[src/rtl/key_event_tx_ctrl_pkg.sv]
// Shared definitions for the key event framing path: FSM encodings, key event layout, defaults.
package key_event_tx_ctrl_pkg;

  localparam logic [1:0] S_IDLE = 2'd0;
  localparam logic [1:0] S_HDR  = 2'd1;
  localparam logic [1:0] S_PAY  = 2'd2;
  localparam logic [1:0] S_SUM  = 2'd3;

  localparam int unsigned KEY_COUNT = 103;
  localparam int unsigned KEY_IDX_W = $clog2(KEY_COUNT);
  localparam int unsigned BYTE_W    = 8;

  // All-ones index is outside the key range and marks a heartbeat frame.
  localparam logic [KEY_IDX_W-1:0] HB_INDEX = 7'h7F;
  localparam logic [BYTE_W-1:0]    DEFAULT_HEADER = 8'hA5;

  typedef struct packed {
    logic                 pressed;
    logic [KEY_IDX_W-1:0] index;
  } key_event_t;

  // Third byte of every frame.
  function automatic logic [BYTE_W-1:0] frame_checksum(input logic [BYTE_W-1:0] hdr,
                                                       input logic [BYTE_W-1:0] pay);
    return hdr ^ pay;
  endfunction

endpackage

[src/rtl/key_event_tx_ctrl_event_fifo.sv]
// First-word-fall-through event buffer; full/empty derive from the level count.
module event_fifo #(
  parameter int unsigned WIDTH = 8,
  parameter int unsigned DEPTH = 16
) (
  input  logic                     clock,
  input  logic                     reset,
  input  logic                     push_i,
  input  logic [WIDTH-1:0]         din_i,
  input  logic                     pop_i,
  output logic [WIDTH-1:0]         dout_o,
  output logic [$clog2(DEPTH):0]   level_o
);

  localparam int unsigned PTR_W = $clog2(DEPTH);
  localparam int unsigned LVL_W = PTR_W + 1;

  logic [WIDTH-1:0] mem_q [DEPTH];
  logic [PTR_W-1:0] wr_ptr_q;
  logic [PTR_W-1:0] rd_ptr_q;
  logic [LVL_W-1:0] level_q;
  logic             do_pop;
  logic             do_push;

  // A push into a full buffer only lands when a pop frees the slot in the same cycle.
  assign do_pop  = pop_i && (level_q != '0);
  assign do_push = push_i && ((level_q != LVL_W'(DEPTH)) || do_pop);

  assign dout_o  = mem_q[rd_ptr_q];
  assign level_o = level_q;

  // Storage array, no reset needed since the level gates every read.
  always_ff @(posedge clock) begin
    if (do_push) mem_q[wr_ptr_q] <= din_i;
  end

  // Pointers wrap naturally because DEPTH is a power of two.
  always_ff @(posedge clock or posedge reset) begin
    if (reset) begin
      wr_ptr_q <= '0;
      rd_ptr_q <= '0;
      level_q  <= '0;
    end else begin
      if (do_push) wr_ptr_q <= wr_ptr_q + PTR_W'(1);
      if (do_pop)  rd_ptr_q <= rd_ptr_q + PTR_W'(1);
      if (do_push && !do_pop)      level_q <= level_q + LVL_W'(1);
      else if (do_pop && !do_push) level_q <= level_q - LVL_W'(1);
    end
  end

endmodule

[src/rtl/key_event_tx_ctrl.sv]
// Frames buffered key events (and idle heartbeats) as HEADER/payload/checksum bytes for the host link.
module key_event_tx_ctrl
  import key_event_tx_ctrl_pkg::*;
#(
  parameter int unsigned FIFO_DEPTH = 16,
  parameter logic [7:0]  HEADER     = DEFAULT_HEADER,
  parameter int unsigned HB_CYCLES  = 1000000
) (
  input  logic                          clock,
  input  logic                          reset,
  input  logic                          on_event_i,
  input  logic [7:0]                    key_event_i,
  output logic [7:0]                    tx_data_o,
  output logic                          tx_valid_o,
  input  logic                          tx_ready_i,
  output logic [$clog2(FIFO_DEPTH):0]   fifo_level_o,
  output logic                          overflow_o,
  output logic                          busy_o
);

  localparam int unsigned LVL_W = $clog2(FIFO_DEPTH) + 1;
  localparam int unsigned HB_W  = $clog2(HB_CYCLES);
  localparam logic [HB_W-1:0] HB_LAST = HB_W'(HB_CYCLES - 1);

  logic [1:0]       state_q, state_d;
  key_event_t       pay_q, pay_d;
  logic [HB_W-1:0]  hb_q, hb_d;
  logic             ovf_q, ovf_d;
  logic [7:0]       tx_data_q, tx_data_d;
  logic             tx_valid_q, tx_valid_d;
  logic             busy_q, busy_d;

  logic             fifo_pop;
  logic [7:0]       fifo_dout;
  logic [LVL_W-1:0] fifo_level;
  logic             fifo_full;
  logic             fifo_empty;
  logic             hs;

  event_fifo #(
    .WIDTH (8),
    .DEPTH (FIFO_DEPTH)
  ) u_fifo (
    .clock   (clock),
    .reset   (reset),
    .push_i  (on_event_i),
    .din_i   (key_event_i),
    .pop_i   (fifo_pop),
    .dout_o  (fifo_dout),
    .level_o (fifo_level)
  );

  assign fifo_full  = (fifo_level == LVL_W'(FIFO_DEPTH));
  assign fifo_empty = (fifo_level == '0);
  assign hs         = tx_valid_q && tx_ready_i;

  // Frame sequencing, heartbeat timing and overflow tracking.
  always_comb begin
    state_d    = state_q;
    pay_d      = pay_q;
    hb_d       = '0;
    ovf_d      = ovf_q;
    tx_data_d  = tx_data_q;
    tx_valid_d = tx_valid_q;
    fifo_pop   = 1'b0;

    case (state_q)
      S_IDLE: begin
        tx_valid_d = 1'b0;
        if (!fifo_empty) begin
          fifo_pop = 1'b1;
          pay_d    = key_event_t'(fifo_dout);
          state_d  = S_HDR;
        end else if ((hb_q == HB_LAST) && !on_event_i) begin
          // An event arriving this cycle holds the heartbeat off; the counter waits saturated.
          pay_d   = '{pressed: ovf_q, index: HB_INDEX};
          ovf_d   = 1'b0;
          state_d = S_HDR;
        end else begin
          hb_d = (hb_q == HB_LAST) ? hb_q : hb_q + HB_W'(1);
        end
      end
      S_HDR: begin
        // First HDR cycle loads the header byte; the byte then waits for the handshake.
        if (!tx_valid_q) begin
          tx_valid_d = 1'b1;
          tx_data_d  = HEADER;
        end else if (hs) begin
          tx_data_d = pay_q;
          state_d   = S_PAY;
        end
      end
      S_PAY: begin
        if (hs) begin
          tx_data_d = frame_checksum(HEADER, pay_q);
          state_d   = S_SUM;
        end
      end
      S_SUM: begin
        if (hs) begin
          tx_valid_d = 1'b0;
          state_d    = S_IDLE;
        end
      end
      default: state_d = S_IDLE;
    endcase

    // A drop wins over the heartbeat clear in the same cycle.
    if (on_event_i && fifo_full && !fifo_pop) ovf_d = 1'b1;

    busy_d = (state_d != S_IDLE);
  end

  // State and output registers.
  always_ff @(posedge clock or posedge reset) begin
    if (reset) begin
      state_q    <= S_IDLE;
      pay_q      <= '0;
      hb_q       <= '0;
      ovf_q      <= 1'b0;
      tx_data_q  <= '0;
      tx_valid_q <= 1'b0;
      busy_q     <= 1'b0;
    end else begin
      state_q    <= state_d;
      pay_q      <= pay_d;
      hb_q       <= hb_d;
      ovf_q      <= ovf_d;
      tx_data_q  <= tx_data_d;
      tx_valid_q <= tx_valid_d;
      busy_q     <= busy_d;
    end
  end

  assign tx_data_o    = tx_data_q;
  assign tx_valid_o   = tx_valid_q;
  assign fifo_level_o = fifo_level;
  assign overflow_o   = ovf_q;
  assign busy_o       = busy_q;

endmodule
[config.mk]
export PLATFORM = sky130hd
export DESIGN_NAME = key_event_tx_ctrl
export DESIGN_NICKNAME = d
export VERILOG_FILES = /design/src/rtl/key_event_tx_ctrl_pkg.sv /design/src/rtl/key_event_tx_ctrl_event_fifo.sv /design/src/rtl/key_event_tx_ctrl.sv
export SDC_FILE = /design/constraint.sdc
export NUM_CORES = 1
export LEC_CHECK = 0
export BUFFER_PORTS_ARGS = -buffer_cell sky130_fd_sc_hd__buf_2
export CAP_MARGIN = 10
export CELL_PAD_IN_SITES_DETAIL_PLACEMENT = 0
export CELL_PAD_IN_SITES_GLOBAL_PLACEMENT = 2
export CORE_MARGIN = 3
export CORE_UTILIZATION = 41
export DETAILED_ROUTE_END_ITERATION = 6
export GPL_TIMING_DRIVEN = 1
export PLACE_DENSITY_LB_ADDON = 0.1
export SYNTH_ARGS = -nofsm -noshare
export SYNTH_HDL_FRONTEND = slang
export SYNTH_SLANG_ARGS = --single-unit
[constraint.sdc]
create_clock -name clock -period 2.9 [get_ports clock]
set_input_delay 0.145 -clock clock [delete_from_list [all_inputs] [get_ports clock]]
set_output_delay 0.145 -clock clock [all_outputs]
set_load 0.005 [all_outputs]
==> metrics.json <==
{
  "timing": {
    "min_tclk_post_route_ps": 2670,
    "setup_viol": 0,
    "slew_at_the_pin_closest_to_its_max_slew_limit_ps": 917.7,
    "timing.final.max_slew_violations": 0,
    "max-slew-margin-rel_pct": 38.60,
    "hold_ws_ps": 37.19,
    "clock.fmax_ghz": 0.3746,
    "final.setup.tns_ps": 0,
    "finalHoldViolCount": 0,
    "layout_worst_path_cycle_share_pct": 92.06,
    "worst_slack_ps": 230.1,
    "finalClockSkew_ps": 10.71,
    "rsz0062_at_grt": "no"
  },
  "global_routing": {
    "grt_pass1_vias": 4480,
    "grt_pass1_wl_um": 25890,
    "gr-total-overflow": 0,
    "grt_max_degree": 37,
    "global_router_s_overall_resource_usage_pct": 15.92,
    "grt_antenna_before_repair": 0
  },
  "power_and_ir_drop": {
    "cellPowerDensity_nw_per_um2": 908.0,
    "leakagePower_nw": 3.270,
    "vdd_drop_max_mv": 0.5362,
    "totalPowerFinal_mw": 8.236
  },
  "floorplan": {
    "design.die.area_um2": 21110,
    "floorplan.die.height_um": 145.3,
    "width_of_the_die_um": 145.3,
    "fp.coreArea_um2": 18890,
    "row_count": 50,
    "floorplan.io_pins": 28,
    "initial_standard_cell_utilization_of_the_core_pct": 42.11
  },
  "critical_path": {
    "required_ps": 3210,
    "critPathKind": "reg -> reg",
    "worst-endpoint-arrival_ps": 2980,
    "worst-path-max-fanout": 5,
    "startpoint_type": "flop",
    "worst_setup_path_end_kind": "flop"
  },
  "run": {
    "max_cap_viol_count": 0
  },
  "synth": {
    "synth_compound_gate_area_share_pct": 5.315,
    "synth_xor_xnor_area_share_pct": 2.532,
    "yosysWarnings": 0,
    "seq_area_frac_synth_pct": 65.29,
    "synth_area_um2": 7956,
    "synth_simple_gate_area_share_pct": 10.22,
    "synth-adder-area-share_pct": 1.824,
    "synth.area.mux_share_pct": 12.36,
    "synth-edff-count": 128,
    "synthFlopType": "sky130_fd_sc_hd__edfxtp_1",
    "synth_top_family_by_area": "multiplexers",
    "post_synth_inst_count": 519,
    "postSynthRegisterBits": 182,
    "post_synth_num_cell_types": 57,
    "ys_async_rst_share_pct": 29.67,
    "synthesis.area_per_instance_um2": 15.33,
    "mappedNetlistNets": 542
  },
  "drt": {
    "via_total_after_detailed_routing": 4405,
    "post_drt_via_cell_ratio": 5.263,
    "first_iter_violations": 225,
    "drc": 0,
    "post_drt_wl_per_cell_um": 19.32,
    "routed_wirelength_um": 16170,
    "drtAntennaViolNets": 0,
    "drt_first_pass_iters": 4
  },
  "finish": {
    "post_layout_nonfiller_instances": 837,
    "syn2layout_area_growth_pct": 14.00,
    "num_antenna_cells": 0,
    "drive_gt1_share_pct": 18.89,
    "finalNetCount": 587,
    "finish.utilization_pct": 48.01,
    "final.fill_count": 1664,
    "finalInstanceArea_um2": 9070
  },
  "place": {
    "port_buffers": 27,
    "dp_slack_ps": 89.09,
    "placed_cells_incl_taps": 804,
    "dp_hpwl_um": 10850,
    "place.gp.congestion": 0.7806,
    "post_dp_cell_area_um2": 8437
  },
  "clock_network": {
    "cts.clk_slew.worst_paths_ps": 70,
    "clkLatencyLatePin_ps": 420,
    "cts_tree": "done",
    "cts_made_buffers": 17,
    "numClockSinks": 182,
    "cts.root.buffer_cell": "sky130_fd_sc_hd__clkbuf_16",
    "htree_num_levels": 4,
    "max_buffers_root_to_sink": 2
  },
  "hold_path": {
    "worstHoldPathType": "in -> reg"
  },
  "run_status": {
    "run_status": "completed"
  }
}
[worst max-delay path, stage by stage (launching register included)]
cell and delay (ps):
sky130_fd_sc_hd__dfrtp_1 460, sky130_fd_sc_hd__nor4_4 300, sky130_fd_sc_hd__nand2b_1 150, sky130_fd_sc_hd__and2_0 200
sky130_fd_sc_hd__inv_2 70, sky130_fd_sc_hd__ha_1 180, sky130_fd_sc_hd__inv_1 110, sky130_fd_sc_hd__fa_1 420
sky130_fd_sc_hd__a21o_1 200, sky130_fd_sc_hd__a21oi_1 160, sky130_fd_sc_hd__xnor2_1 130, sky130_fd_sc_hd__nor2_1 60
sky130_fd_sc_hd__xor2_1 140
[state kept, by name, summed over array words and instances (netlist names)]
| name | count |
|---|---|
| busy_o | 1 |
| hb_q | 20 |
| overflow_o | 1 |
| pay_q | 8 |
| state_q | 2 |
| tx_data_o | 8 |
| tx_valid_o | 1 |
| u_fifo.level_o | 5 |
| u_fifo.mem_q | 128 |
| u_fifo.rd_ptr_q | 4 |
| u_fifo.wr_ptr_q | 4 |
[layout make-up]
type                    count  area, µm²  area share, %
clock inverters            15      182.7          2.014
repair buffers             47      300.3          3.311
multi-input cells         300       2581          28.46
flip-flops and latches    182       5195          57.28
clock buffers              17      425.4          4.690
inverters                  16      60.06         0.6622
well taps                 260      325.3          3.587
[kinds of logic (layout without fill, tap and decap cells)]
kind of cell	after synthesis	count (layout)
DFF	182	182
muxes	41	41
and+or+nand+nor	154	154
AOI/OAI and AO/OA	71	71
xor gates and xnor gates	23	23
buffers and inverters	37	95
adders and majority gates	11	11
[layer usage]
metal  vias up  track usage, %  wire length (µm)
met5         -               0                 0
met4         0           2.991                93
met3         5           3.592               371
met2        56           27.16              8353
met1      2258           21.30              7351
li1       2086               -                 -
[Yosys cell counts (9+ instances only)]
cell                       count  area [µm²]
sky130_fd_sc_hd__dfrtp_1      54        1351
sky130_fd_sc_hd__o21ai_0      26       130.1
sky130_fd_sc_hd__mux4_1       25       656.9
sky130_fd_sc_hd__inv_1        15       56.30
sky130_fd_sc_hd__ha_1         10       125.1
sky130_fd_sc_hd__mux4_2       13       292.8
sky130_fd_sc_hd__nor3_1        9       45.04
sky130_fd_sc_hd__nor2_1       40       150.1
sky130_fd_sc_hd__xnor2_1      15       131.4
sky130_fd_sc_hd__a21oi_1      22       110.1
sky130_fd_sc_hd__nand2_1      34       127.6
sky130_fd_sc_hd__edfxtp_1    128        3844
sky130_fd_sc_hd__and2_1       10       62.56
[where the power goes]
group	internal, mW	total [mW]	switching (mW)
Clock	1.24	2.34	1.10
Sequential	3.20	3.52	0.312
Combinational	1.16	2.38	1.23
[layout by cell type (no fill, tap or decap), drive strengths merged, types with 3 or more instances in the layout]
master | synthesis | routed
buf | 12 | 46
clkbuf | 9 | 17
edfxtp | 128 | 128
xor2 | 8 | 8
nor2b | 7 | 7
a211o | 3 | 3
ha | 10 | 10
nand4b | 3 | 3
clkinv | 0 | 7
or2 | 4 | 4
nand3 | 8 | 8
and2 | 11 | 11
and3 | 8 | 8
xnor2 | 15 | 15
a21oi | 22 | 22
mux2 | 3 | 3
or3 | 5 | 5
nand4 | 7 | 7
nor3 | 10 | 10
mux4 | 38 | 38
a31oi | 6 | 6
nand2 | 35 | 35
o21ai | 27 | 27
dfrtp | 54 | 54
inv | 16 | 22
nand2b | 6 | 6
nor2 | 40 | 40
[what timing repair did]
action | 4_1_cts | 5_1_grt
endpoints found under the hold margin | 21 | 0
gates resized for setup | 0 | 2
buffers inserted | 0 | 0
hold buffers | 1 | 0
setup endpoints to repair | 0 | 1
[worst paths after layout]
path / from / depth (start not counted) / slack (ps) / endpoint
max: u_fifo.level_o[1]$_DFFE_PP0P_ / 12 / 230 / u_fifo.level_o[4]$_DFFE_PP0P_
min: on_event_i / 3 / 40 / hb_q[1]$_DFFE_PP0P_
max reg2reg: u_fifo.level_o[1]$_DFFE_PP0P_ / 12 / 230 / u_fifo.level_o[4]$_DFFE_PP0P_
min reg2reg: tx_data_o[6]$_DFFE_PP0P_ / 2 / 500 / tx_data_o[6]$_DFFE_PP0P_
max in group asynchronous: reset / 4 / 1770 / u_fifo.level_o[0]$_DFFE_PP0P_
min in group asynchronous: reset / 3 / 290 / pay_q[0]$_DFFE_PP0P_
Power figures use the tool's default switching activity.
